==> src/rtl/randomizer_ctrl.sv <==
// randomizer_ctrl
// Sequences an external PRBS15 LFSR to scramble a byte stream serially.
// A burst request loads the LFSR with a 15-bit seed, MSB first. Payload bytes
// are then fetched one at a time and sent out MSB first as out_bit. Each
// out_bit is lfsr_bit XOR the payload bit.
//
// Ports
//   clk, async_reset_n         clock, asynchronous active-low reset
//   start, seed, len_bytes     burst request; seed and length captured in IDLE
//                              (len_bytes == 0 means 2^LEN_W bytes)
//   in_data, in_valid/in_ready payload byte handshake
//   lfsr_enable/load/din       drive the external LFSR
//   lfsr_bit                   registered LFSR serial output
//   out_bit, out_valid         scrambled serial stream
//   busy, done                 activity flag, end-of-burst pulse
//
// state | meaning
// ------+-------------------------------------------------------------
// IDLE  | waiting for start
// SEED  | 15 cycles shifting the seed into the LFSR (load=1)
// FETCH | in_ready=1, LFSR holds, waiting for a payload byte
// BITS  | 8 cycles stepping the LFSR, one payload bit per cycle
// FLUSH | last out_valid of the burst, done=1

module randomizer_ctrl #(
    parameter int LEN_W = 8
) (
    input  logic             clk,
    input  logic             async_reset_n,
    input  logic             start,
    input  logic [15:1]      seed,
    input  logic [LEN_W-1:0] len_bytes,
    input  logic [7:0]       in_data,
    input  logic             in_valid,
    output logic             in_ready,
    output logic             lfsr_enable,
    output logic             lfsr_load,
    output logic             lfsr_din,
    input  logic             lfsr_bit,
    output logic             out_bit,
    output logic             out_valid,
    output logic             busy,
    output logic             done
);

    typedef enum logic [2:0] {
        IDLE  = 3'd0,
        SEED  = 3'd1,
        FETCH = 3'd2,
        BITS  = 3'd3,
        FLUSH = 3'd4
    } state_t;

    localparam logic [3:0] SEED_LAST = 4'd14;

    state_t           state_q;
    state_t           state_d;
    logic [15:1]      seed_q;
    logic [3:0]       seed_cnt_q;
    logic [LEN_W-1:0] rem_q;
    logic [LEN_W-1:0] rem_dec;
    logic [7:0]       pay_q;
    logic [2:0]       bit_cnt_q;
    logic             dly_q;
    logic             ov_q;

    // Wraps, so a captured length of 0 runs for the full 2^LEN_W bytes.
    assign rem_dec = rem_q - {{(LEN_W-1){1'b0}}, 1'b1};

    always_comb begin
        state_d = state_q;
        case (state_q)
            IDLE:    if (start) state_d = SEED;
            SEED:    if (seed_cnt_q == 4'd0) state_d = FETCH;
            FETCH:   if (in_valid) state_d = BITS;
            BITS: begin
                if (bit_cnt_q == 3'd0) begin
                    state_d = (rem_dec == '0) ? FLUSH : FETCH;
                end
            end
            FLUSH:   state_d = IDLE;
            default: state_d = IDLE;
        endcase
    end

    always_comb begin
        in_ready    = 1'b0;
        lfsr_enable = 1'b0;
        lfsr_load   = 1'b0;
        lfsr_din    = 1'b0;
        busy        = 1'b1;
        done        = 1'b0;
        case (state_q)
            IDLE:  busy = 1'b0;
            SEED: begin
                lfsr_enable = 1'b1;
                lfsr_load   = 1'b1;
                lfsr_din    = seed_q[15];
            end
            FETCH: in_ready = 1'b1;
            BITS:  lfsr_enable = 1'b1;
            FLUSH: done = 1'b1;
            default: busy = 1'b0;
        endcase
    end

    // The LFSR bit and the delayed payload bit are both registered on the
    // same BITS edge, so they line up one cycle later.
    assign out_valid = ov_q;
    assign out_bit   = ov_q & (lfsr_bit ^ dly_q);

    always_ff @(posedge clk or negedge async_reset_n) begin
        if (!async_reset_n) begin
            state_q    <= IDLE;
            seed_q     <= '0;
            seed_cnt_q <= '0;
            rem_q      <= '0;
            pay_q      <= '0;
            bit_cnt_q  <= '0;
            dly_q      <= 1'b0;
            ov_q       <= 1'b0;
        end else begin
            state_q <= state_d;
            ov_q    <= (state_q == BITS);
            case (state_q)
                IDLE: begin
                    if (start) begin
                        seed_q     <= seed;
                        rem_q      <= len_bytes;
                        seed_cnt_q <= SEED_LAST;
                    end
                end
                SEED: begin
                    seed_q <= {seed_q[14:1], 1'b0};
                    if (seed_cnt_q != 4'd0) seed_cnt_q <= seed_cnt_q - 4'd1;
                end
                FETCH: begin
                    if (in_valid) begin
                        pay_q     <= in_data;
                        bit_cnt_q <= 3'd7;
                    end
                end
                BITS: begin
                    // Payload register stays intact; bits are picked by index.
                    dly_q     <= pay_q[bit_cnt_q];
                    bit_cnt_q <= bit_cnt_q - 3'd1;
                    if (bit_cnt_q == 3'd0) rem_q <= rem_dec;
                end
                default: ;
            endcase
        end
    end

endmodule
==> config.mk <==
export PLATFORM = sky130hd
export DESIGN_NAME = randomizer_ctrl
export DESIGN_NICKNAME = d
export VERILOG_FILES = /design/src/rtl/randomizer_ctrl.sv
export SDC_FILE = /design/constraint.sdc
export NUM_CORES = 1
export LEC_CHECK = 0
export CAP_MARGIN = 10
export CORE_MARGIN = 2
export CORE_UTILIZATION = 40
export DETAILED_ROUTE_END_ITERATION = 6
export GPL_TIMING_DRIVEN = 0
export HOLD_SLACK_MARGIN = 0.15
export PLACE_DENSITY = 0.65
export SETUP_SLACK_MARGIN = 0.2
export SLEW_MARGIN = 10
export SYNTH_ARGS = -nofsm -noshare
export SYNTH_HDL_FRONTEND = slang
export SYNTH_SLANG_ARGS = --single-unit
export TNS_END_PERCENT = 50
==> constraint.sdc <==
create_clock -name clk -period 1.67 [get_ports clk]
set_clock_uncertainty 0.05 [all_clocks]
set_input_delay 0.334 -clock clk [delete_from_list [all_inputs] [get_ports clk]]
set_output_delay 0.334 -clock clk [all_outputs]
set_load 0.01 [all_outputs]
==> qor.yml, run 1 <==
drt:
  routedWlPerCell_um: 15.4
  via_per_inst: 5.30
  routed_wl_mm: 5.68
  first_pass_iters: 4
  route.detailed.drc: 0
  ant_nets: 0
  drt_iter0_markers: 84
  vias: 1951
min_path:
  hold_class: "reg2reg"
  hold_depth: 2
run:
  maxCapViolCount: 0
timing:
  hold_ws_ps: 435
  finalSetupViolCount: 6
  hold_viol_final: 0
  tightest_slew_ps: 459
  timing.fmax_mhz: 566
  rsz0062_at_grt: "yes"
  min_period_ps: 1770
  max_slew_margin_pct: 69.4
  drv_slew: 0
  fin_crit_sh_pct: 106
  worst_slack_ps: -96.9
cells_and_area:
  fin_cells: 368
  nets: 336
  areaGrowthSynthToFinish_pct: 49.5
  antennaDiodeCount: 0
  regArea_um2: 1080
  multi_input_area_um2: 1230
  fin_util_pct: 61.5
  layout-drive-gt1-share_pct: 37.5
  fillers: 450
clock_network:
  cts-root-buf: "clkbuf_8"
  cts_tree: "built"
  cts.htree.levels: 2
  path_clk_slew_ps: 80
  clockBufferDepth: 2
  cts_buffers: 5
  clock_latency_ps: 300
  cts_sinks: 43
run_status:
  status: "finished, violations left"
  violations: "negative setup slack"
setup_path:
  max_stage_delay_ps: 390
  crit_fanout: 4
  r2r_cells: 6
  rrSetupSlack_ps: -40
  worst-path-buf-inv: 5
  cp_slowest_cell: "dfrtp_1"
  crit_type: "reg2out"
  critical-path-top-delay-family: "buffers and inverters"
  required_ps: 1290
  endpoint_kind: "primary output"
  arrival_ps: 1380
  crit_cells: 7
  cp-start-kind: "flop"
  path_cells: "buf_6 -> nor2b_4 -> nand2b_4 -> buf_8 -> inv_8 -> buf_8 -> buf_6"
pwr:
  pwr-share-seq_pct: 34.9
  switching_share_pct: 35.5
  power_frac_comb_pct: 46.8
  p_int_mw: 3.00
  ir_drop_v: 0.000697
  power_frac_clock_pct: 18.3
  leakage_nw: 1.48
  p_sw_mw: 1.65
  power.density_nw_per_um2: 1390
grt:
  grt_pass1_vias: 1980
  track_usage_pct: 19.4
  grt-ovfl-total: 0
  grt_pass1_wl_mm: 9.27
  grt_start_max_net_pins: 27
  antenna_found_initial: 0
synthesis:
  netlist_instances: 219
  synth_common_cells: "dfrtp_1 (43), nand2_1 (28), nor2_1 (14), o21ai_0 (13), inv_1 (10)"
  syn_avg_cell_area_um2: 10.2
  ys_types: 52
  async_reset_ff_share_pct: 100
  synth_area_leader_cell: "dfrtp_1"
  yosys-top-cells-area: "dfrtp_1 (48%), nand2_1 (4.7%), mux2_2 (4.0%)"
  ys_ff_latch: 43
  synth_most_common_cell: "dfrtp_1"
  synth_ff_type: "dfrtp_1"
  ys_warn_count: 0
  synth_top_area_share_pct: 48.1
  synth_fp_nets: 260
  synthesis.area_um2: 2240
  yosysSeqAreaShare_pct: 48.1
  synth_edf_count: 0
die:
  io_pins: 44
  coreArea_um2: 5440
  die_h_um: 78.8
  dieArea_um2: 6200
  fp.dieW_um: 78.8
  rows: 27
  start_util_pct: 41.1
place:
  io_buffer_count: 43
  hpwl_mm: 3.33
  place.gp.congestion: 0.810
  dp.cells: 335
[path summary, 6_finish.rpt]
path	from	to
setup / recovery	state_q[2]	lfsr_load
hold / removal	seed_q[8]	seed_q[8]
setup reg to reg	state_q[0]	rem_q[3]
hold reg to reg	seed_q[8]	seed_q[8]
max in group asynchronous	async_reset_n	seed_q[15]
min in group asynchronous	async_reset_n	seed_cnt_q[0]
[timing repair]
item / 4_1_cts / 5_1_grt
gates resized for setup: 93 / 19
endpoints found under the setup margin: 46 / 49
buffers inserted: 16 / 3
pin swaps: 18 / 10
hold endpoints to repair: 17 / 0
hold buffers: 1 / 0
cloned: 4 / 1
[logic make-up (layout without fill, tap and decap cells)]
| group | count (synthesis) | after routing | synth area share (%) |
|---|---|---|---|
| AND/OR/NAND/NOR | 78 | 79 | 18.8 |
| AO/OA/AOI/OAI | 52 | 53 | 15.3 |
| flip-flops | 43 | 43 | 48.1 |
| buffers and inverters | 23 | 98 | 6.16 |
| multiplexers | 13 | 13 | 6.83 |
| adder cells (fa/ha/maj) | 5 | 5 | 2.80 |
| XOR/XNOR | 5 | 5 | 1.96 |
[sequential cells by signal, indices dropped and copies added, names as in the netlist]
| name | count |
|---|---|
| seed_q | 15 |
| rem_q | 8 |
| out_valid | 1 |
| bit_cnt_q | 3 |
| state_q | 3 |
| seed_cnt_q | 4 |
| pay_q | 8 |
| dly_q | 1 |
[cells in the final DEF (no fill, tap or decap), types with 3 or more instances in the layout]
master and n:
a21oi_1 6, a22oi_1 4, a22oi_2 5, buf_2 6, buf_4 15, buf_6 15, buf_8 4, clkbuf_8 8
clkdlybuf4s50_1 33, dfrtp_1 43, ha_1 3, inv_1 5, inv_2 4, mux2_2 7, mux2i_1 4, nand2_1 26
nand3_1 6, nor2_1 10, nor2_2 3, nor2_4 3, nor3_2 7, o21ai_0 8, o21ai_1 8, o22ai_1 6
[per-stage QoR]
| stage | total power, mW | instance area [um2] | TNS, ps | worst slack [ps] |
|---|---|---|---|---|
| floorplan | 2.82 | 2250 | 0 | 174 |
| global placement | 3.27 | 2770 | -49660 | -1020 |
| detailed placement | 3.32 | 2780 | -5660 | -402 |
| CTS | 4.47 | 3240 | -224 | -91.4 |
| global route | 5.00 | 3340 | -1050 | -146 |
| finish | 4.65 | 3340 | -311 | -96.9 |
[power groups by stage]
stage	registers (mW)	logic (mW)	clock network, mW
finish	1.62	2.17	0.852
global placement	1.61	1.67	0
floorplan	1.56	1.26	0
detailed placement	1.62	1.70	0
CTS	1.60	1.99	0.870
global route	1.67	2.40	0.924
[layer usage]
metal  global-route usage (%)  routed length (um)  part of all wire [%]
met1                     25.4                2530                    45
met2                     31.7                2810                    49
met3                     4.66                 286                   5.0
met4                     6.32                  54                  0.95
met5                        0                   0                     0
[final cells by class]
type                            instances  share of cell area [%]
Multi-Input combinational cell        155                    36.8
Sequential cell                        43                    32.2
Timing Repair Buffer                   67                    18.8
Buffer                                 12                    4.42
Tap cell                               72                    2.69
Clock buffer                            6                    2.47
Inverter                               11                    1.53
Clock inverter                          2                    1.05
[worst min-delay path: stages, from the launching register on]
cell     delay, ps
dfrtp_1        350
nand2_1         50
nand2_1         60
Note: power is estimated with default switching activity, not from simulation.
==> run 2: changes to the inputs <==
- GPL_ROUTABILITY_DRIVEN: unset -> 0
- clock period: 1.67 -> 2.3 ns (I/O delays scaled with it)
==> run 2 against run 1 <==
Effect of this change: the flow now finishes without violations; total power fell by 33%; first-iteration DRC count rose by 60%; via count fell by 7.3%; hold slack got worse by 7.3 ps; combinational power fell by 43%; non-clock buffer count fell by 17; utilization fell by 6.6 points; worst setup slack improved by 260 ps; critical path depth fell by 3; die area did not move; sequential cell count did not move; critical path type unchanged.
==> qor.yml, run 2 (synthesis results as in run 1) <==
run_status:
  status: "finished clean"  # was finished, violations left
setup_path:
  endpoint_kind: "primary output"  # unchanged
  cp-start-kind: "flop"  # unchanged
  crit_start: "state_q[2]"  # unchanged
  crit_type: "reg2out"  # unchanged
  reg2reg_from: "bit_cnt_q[1]"  # was state_q[0]
  arrival_ps: 1630  # was 1380 ps
  required_ps: 1790  # was 1290 ps
  crit_fanout: 8  # was 4
pwr:
  leakage_nw: 1.34  # was 1.48 nW
  p_int_mw: 2.07  # was 3.00 mW
  power_frac_comb_pct: 39.9  # was 46.8%
  power_frac_clock_pct: 22.5  # was 18.3%
  power.density_nw_per_um2: 1040  # was 1390 nW/um2
  total_power_mw: 3.10  # was 4.65 mW
  switching_share_pct: 33.2  # was 35.5%
  ir_drop_v: 0.000627  # was 0.000697 V
  p_sw_mw: 1.03  # was 1.65 mW
  pwr-share-seq_pct: 37.6  # was 34.9%
cells_and_area:
  layout_common_cells: "dfrtp_1 (43), clkdlybuf4s50_1 (37), nand2_1 (28), nor2_1 (13), o21ai_0 (13)"  # was dfrtp_1 (43), clkdlybuf4s50_1 (33), nand2_1 (26), buf_6 (15), buf_4 (15)
  final_common_cell: "dfrtp_1"  # unchanged
  regArea_um2: 1080  # unchanged
  areaGrowthSynthToFinish_pct: 33.5  # was 49.5%
  nets: 317  # was 336
  antennaDiodeCount: 0  # unchanged
  largest-register: "seed_q"  # unchanged
  largest_reg_flops: 15  # unchanged
  fin_util_pct: 54.9  # was 61.5%
  fillers: 502  # was 450
  layout-drive-gt1-share_pct: 18.8  # was 37.5%
  reg_top3: "seed_q x15, pay_q x8, rem_q x8"  # unchanged
  multi_input_area_um2: 1020  # was 1230 um2
  fin_cells: 349  # was 368
place:
  io_buffer_count: 43  # unchanged
  place_ws_ps: 25.7  # was -402 ps
  hpwl_mm: 3.35  # was 3.33 mm
  dp.cells: 335  # unchanged
drt:
  first_pass_iters: 5  # was 4
  routed_wl_mm: 4.73  # was 5.68 mm
  routedWlPerCell_um: 13.6  # was 15.4 um
  drt_iter0_markers: 134  # was 84
  vias: 1809  # was 1951
  ant_nets: 0  # unchanged
  route.detailed.drc: 0  # unchanged
  via_per_inst: 5.18  # was 5.30
die:
  coreArea_um2: 5440  # unchanged
  start_util_pct: 41.1  # unchanged
  rows: 27  # unchanged
  io_pins: 44  # unchanged
  die_h_um: 78.8  # unchanged
  dieArea_um2: 6200  # unchanged
  fp.dieW_um: 78.8  # unchanged
grt:
  grt-ovfl-total: 0  # unchanged
  met2_usage_pct: 25.1  # was 31.7%
  grt_pass1_wl_mm: 8.15  # was 9.27 mm
  grt_pass1_vias: 1659  # was 1980
  grt-busiest-layer: "met2"  # unchanged
  track_usage_pct: 16.6  # was 19.4%
  met1_usage_pct: 23.7  # was 25.4%
  antenna_found_initial: 0  # unchanged
  grt_start_max_net_pins: 28  # was 27
  use_met3_pct: 3.07  # was 4.66%
clock_network:
  cts_sinks: 43  # unchanged
  cts_tree: "built"  # unchanged
  clock_latency_ps: 300  # about the same
  clockBufferDepth: 2  # unchanged
  cts_buffers: 5  # unchanged
  path_clk_slew_ps: 80  # about the same
  cts-root-buf: "clkbuf_8"  # unchanged
  cts.htree.levels: 2  # unchanged
timing:
  rsz0062_at_grt: "yes"  # unchanged
  drv_slew: 0  # unchanged
  hold_viol_final: 0  # unchanged
  fin_crit_sh_pct: 93.0
  worst_slack_ps: 160  # was -96.9 ps
  min_period_ps: 2140
  max_slew_margin_pct: 68.2  # was 69.4%
  timing.fmax_mhz: 467
  finalSetupViolCount: 0  # was 6
  tightest_slew_ps: 475  # was 459 ps
min_path:
  hold_class: "reg2reg"  # unchanged
  min-delay-start: "bit_cnt_q[0]"  # was seed_q[8]
run:
  maxCapViolCount: 0  # unchanged
## run 2: changes by cell type in the layout (fill, tap and decap cells not counted), moves of 7 or more
cell    change
buf_6      -13
nor3_1      +7
nor3_2      -7
buf_4       -9
## run 2: routing by layer
layer	wire, um	part of all wire, %
met2	2220	47
met5	0	0
met3	189	4.0
met1	2250	48
met4	74	1.6
## run 2: path summary, 6_finish.rpt
check / to / slack, ps / cells after the start
worst min-delay path: bit_cnt_q[0] / 430 / 1
worst min register to register: bit_cnt_q[0] / 430 / 1
worst max-delay path: in_ready / 160 / 4
max in group asynchronous: seed_cnt_q[2] / 1150 / 3
worst max register to register: rem_q[1] / 600 / 6
min in group asynchronous: pay_q[6] / 570 / 2
## run 2: power groups by stage
stage               Clock, mW  Combinational [mW]  Sequential [mW]
floorplan                   0               0.899             1.13
global placement            0                1.20             1.16
detailed placement          0                1.22             1.18
CTS                     0.714                1.23             1.16
global route            0.748                1.40             1.20
finish                  0.697                1.24             1.17
## run 2: critical path, stage by stage (launching register included)
cell and delay (ps):
dfrtp_1 380, buf_6 150, inv_1 110, and3_2 170
clkdlybuf4s50_1 520
## run 2: metrics by stage
| step | area, um2 | setup TNS (ps) | hold WS, ps |
|---|---|---|---|
| global placement | 2760 | -21560 | 406 |
| floorplan | 2240 | 0 | 114 |
| global route | 2990 | 0 | 452 |
| CTS | 2920 | 0 | 427 |
| detailed placement | 2770 | 0 | 366 |
| finish | 2990 | 0 | 427 |
## run 2: layout make-up
| class | count | share of cell area (%) |
|---|---|---|
| flip-flops and latches | 43 | 36.0 |
| multi-input cells | 153 | 34.3 |
| repair buffers | 50 | 16.5 |
| plain buffers | 12 | 3.77 |
| well taps | 72 | 3.02 |
| clock buffers | 5 | 2.31 |
| clock inverters | 3 | 2.26 |
| inverters | 11 | 1.80 |
## run 2: timing repair
action | 4_1_cts | 5_1_grt
buffers inserted | 0 | 5
hold buffers | 1 | 0
hold endpoints to repair | 16 | 0
gates cloned | 0 | 0
resized for setup | 8 | 11
endpoints found under the setup margin | 6 | 6
==> RTL edit 1: new RTL, flow settings as in run 2 <==
Re-encode `state_t` (5 states) as one-hot, 5 bits wide.
--- a/src/rtl/randomizer_ctrl.sv
+++ b/src/rtl/randomizer_ctrl.sv
@@ -44,10 +44,10 @@
 );
 
-    typedef enum logic [2:0] {
-        IDLE  = 3'd0,
-        SEED  = 3'd1,
-        FETCH = 3'd2,
-        BITS  = 3'd3,
-        FLUSH = 3'd4
+    typedef enum logic [4:0] {
+        IDLE  = 5'b00001,
+        SEED  = 5'b00010,
+        FETCH = 5'b00100,
+        BITS  = 5'b01000,
+        FLUSH = 5'b10000
     } state_t;
 
Function: same outputs for any inputs over 10 cycles, from zero or initial values and one cycle with async_reset_n low; not proved beyond that.
==> RTL edit 1 against run 2 <==
- routed wire length up 7.4%
- cell count is 3.7% higher
- worst setup slack lost 0.095 ns
- final area is 4.1% higher
- non-clock buffer count grew 1
- synthesized area grew 5.7%
- sequential cell count rose by 2
- total power rose by 12%
- die area rose by 5.4%
- critical path type unchanged
- largest power group unchanged
==> RTL edit 1: results <==
export IMPL_insertion_delay_ns=0.29
export IMPL_drtIter0Drc=112
export IMPL_top_regs="seed_q: 15 flops, pay_q: 8 flops, rem_q: 8 flops"
export IMPL_yosysSeqAreaShare=0.477
export IMPL_layout_drive_gt1_share=0.203
export IMPL_grt_pass1_wl_mm=8.89
export IMPL_final_nets=330
export IMPL_leakagePower_uw=0.00140
export IMPL_vias=1888
export IMPL_grt_pass1_vias=1958
export IMPL_cts_buffer_depth=2
export IMPL_routed_wl_mm=5.08
export IMPL_ys_top_cells_by_count="44 x dfrtp_1, 39 x nor2_1, 15 x o22ai_1"
export IMPL_first_pass_iters=4
export IMPL_r2r_start="state_q[0]"
export IMPL_hold_start="pay_q[7]"
export IMPL_clk_pin_slew_worst_paths_ns=0.08
export IMPL_synth_top_area_share=0.466
export IMPL_synth_area_top_cells="dfrtp_1 47%, nor2_1 6.2%, mux2_4 4.4%"
export IMPL_ys_warn_count=0
export IMPL_antenna_found_initial=0
export IMPL_cts_buffers=5
export IMPL_synth_async_sr_flop_share=1.00
export IMPL_post_dp_hpwl_mm=3.62
export IMPL_critPathMaxFanout=3
export IMPL_synth_cell_types=53
export IMPL_status="finished, final reports clean"
export IMPL_synth_top_flop_cell="dfrtp_1"
export IMPL_worstPathArrival_ns=1.72
export IMPL_track_usage=0.175
export IMPL_final_antenna_net_count=0
export IMPL_dpl_cell_area_um2=2900
export IMPL_synthesis_nets=271
export IMPL_place_ws_ns=-0.0814
export IMPL_io_buffers=43
export IMPL_cts_root_buf="clkbuf_8"
export IMPL_critPathLaunch="state_q[2]"
export IMPL_slew_headroom=0.657
export IMPL_grt_max_degree=26
export IMPL_vdd_drop_max_v=0.000482
==> RTL edit 1: kinds of logic after synthesis <==
kind of cell,Yosys count,synth area share
buffers and inverters,23,0.0519
DFF,45,0.477
and+or+nand+nor,86,0.202
muxes,12,0.0768
AOI/OAI and AO/OA,55,0.151
adders and majority gates,5,0.0265
xor gates and xnor gates,4,0.0148
==> RTL edit 1: final timing paths <==
| path | slack, ns | to | cells past startpoint |
|---|---|---|---|
| worst max-delay path | 0.07 | done | 3 |
| worst min-delay path | 0.44 | pay_q[7] | 1 |
| worst max register to register | 0.34 | bit_cnt_q[2] | 7 |
| worst min register to register | 0.44 | pay_q[7] | 1 |
| max in group asynchronous | 1.06 | state_q[2] | 3 |
| min in group asynchronous | 0.62 | seed_q[10] | 2 |
==> RTL edit 1: metrics by stage <==
step / cells / hold WS (ns)
finish: 362 / 0.443
global route: 362 / 0.471
floorplan: 230 / 0.114
CTS: 360 / 0.450
detailed placement: 346 / 0.415
global placement: 345 / 0.418
==> RTL edit 1: where the power goes <==
group	switching, uW	internal [uW]
clock	264	354
combinational	687	747
sequential	292	1130
==> RTL edit 1: area by class of cell <==
cell class	count	area, um2
clock inverters	1	30.0
multi-input cells	162	1140
clock buffers	7	86.3
well taps	72	90.1
repair buffers	52	499
fillers	528	2500
flip-flops and latches	45	1130
inverters	12	47.5
plain buffers	11	86.3
==> RTL edit 1: critical path, cell delays in order, from the launching register on <==
cell	delay [ns]
dfrtp_2	0.44
nor3_4	0.23
and3b_1	0.23
clkdlybuf4s50_1	0.54
==> RTL edit 1: routing by layer <==
metal,up-vias,global-route usage,part of all wire
li1,934,-,-
met1,904,0.220,0.47
met2,45,0.307,0.49
met3,5,0.0378,0.040
met4,0,0.0407,0.0077
met5,-,0,0
==> RTL edit 1: timing repair <==
item	CTS	global route
resized for setup	20	8
endpoints found under the setup margin	7	7
buffers inserted	5	2
pin swaps	2	0
hold buffers	1	0
hold endpoints to repair	19	0
==> RTL edit 2: new RTL, settings of run 2 <==
Made on the original files. The parameter `LEN_W` goes from 8 to 16.
--- a/src/rtl/randomizer_ctrl.sv
+++ b/src/rtl/randomizer_ctrl.sv
@@ -24,5 +24,5 @@
 
 module randomizer_ctrl #(
-    parameter int LEN_W = 8
+    parameter int LEN_W = 16
 ) (
     input  logic             clk,
Ports: changed (resized len_bytes); port bits go from 44 to 52. No check against the original RTL was run, so the function may have changed too.
==> RTL edit 2 against run 2 <==
- sequential cell count rose by 8
- worst setup slack got worse by 0.12 ns
- synthesized area increased by 28%
- final area increased by 28%
- utilization up 1.0 points
- die area grew 26%
- routed wire length up 52%
- largest power group unchanged
- count of clock-buffer cells in the layout is 1 higher
- cell count rose by 36%
- largest cell class is now multi-input combinational cells
- sequential power increased by 47%
- total power increased by 41%
==> RTL edit 2: results <==
export IMPL_hold_end="seed_q[6]"
export IMPL_synth_area_top_cells="dfrtp_1 45%, nor2_1 5.0%, nand2_1 3.9%"
export IMPL_timing_hold_ws_ns=0.439
export IMPL_place_ws_ns=-0.157
export IMPL_status="finished, final reports clean"
export IMPL_r2r_cells=7
export IMPL_cp_top_family="simple AND/OR/NAND/NOR gates"
export IMPL_grt_pass1_wl_mm=11.4
export IMPL_post_dp_hpwl_mm=5.04
export IMPL_cp_endpoint="state_q[2]"
export IMPL_slowest_stage="or4b_1"
export IMPL_track_usage=0.189
export IMPL_regToRegSetupSlack_ns=0.04
export IMPL_pwr_share_seq=0.392
export IMPL_drtIter0Drc=126
export IMPL_postCtsSetupRepairBufs=13
export IMPL_r2r_start="rem_q[1]"
export IMPL_worst_pin_slew_ns=0.584
export IMPL_path_class="reg2reg"
export IMPL_grt_pass1_vias=2324
export IMPL_worstPathArrival_ns=2.41
export IMPL_holdPathStages=2
export IMPL_clk_pin_slew_worst_paths_ns=0.10
export IMPL_power_frac_comb=0.487
export IMPL_critPathMaxFanout=2
export IMPL_yosys_area_share_adder=0.0219
export IMPL_p_int_uw=2580
export IMPL_vdd_drop_max_v=0.000421
export IMPL_synth_cells=304
export IMPL_routed_wl_mm=7.21
export IMPL_layout_drive_gt1_share=0.182
export IMPL_synth_compound_area_frac=0.202
export IMPL_vias=2576
export IMPL_leakagePower_uw=0.00158
export IMPL_final_nets=427
export IMPL_critical_path_max_stage_delay_ns=0.48
export IMPL_wire_per_inst_um=15.2
export IMPL_power_density_nw_per_um2=1150
export IMPL_top_regs="rem_q: 16 flops, seed_q: 15 flops, pay_q: 8 flops"
export IMPL_antennaDiodeCount=0
export IMPL_dpl_cell_area_um2=3510
export IMPL_hold_start="seed_q[6]"
export IMPL_yosysSeqAreaShare=0.448
export IMPL_die_width_um=88.4
export IMPL_synth_cell_types=51
export IMPL_synthesis_nets=353
export IMPL_grt_max_degree=31
export IMPL_synth_area_mux_share=0.0544
export IMPL_synth_xor_area_share=0.0184
export IMPL_dpl_cell_count=452
RTL edit 2: changes by cell type in the layout (fill, tap and decap cells not counted), sizes merged, moves of 3 or more:
cell,change
buf,+3
clkbuf,+8
a21oi,+12
dfrtp,+8
o22a,+7
nor4,+4
o2bb2ai,-3
o21a,+3
and2,+4
a31oi,+5
clkdlybuf4s50,+7
o21ai,+4
nor2,+23
RTL edit 2: cell type report:
cell class                 instances  area (um2)
buffer                            13        66.3
multi-input combinational        230        1580
tap                               96         120
inverter                          10        37.5
clock inverter                     2        16.3
fill                             656        3010
sequential                        51        1280
timing repair buffer              67         648
clock buffer                       6        72.6
RTL edit 2: layer usage:
metal	global-route usage	share of wire	wire (um)	vias to the layer above
met5	0	0	0	-
met4	0.0592	0.013	91	0
met3	0.0317	0.045	321	8
met2	0.282	0.47	3370	78
met1	0.281	0.48	3430	1234
li1	-	-	-	1256
RTL edit 2: worst min-delay path, cell delays in order, from the launching register on:
cell and delay (ns):
dfrtp_1 0.36, nand2_1 0.05, nand2_1 0.06
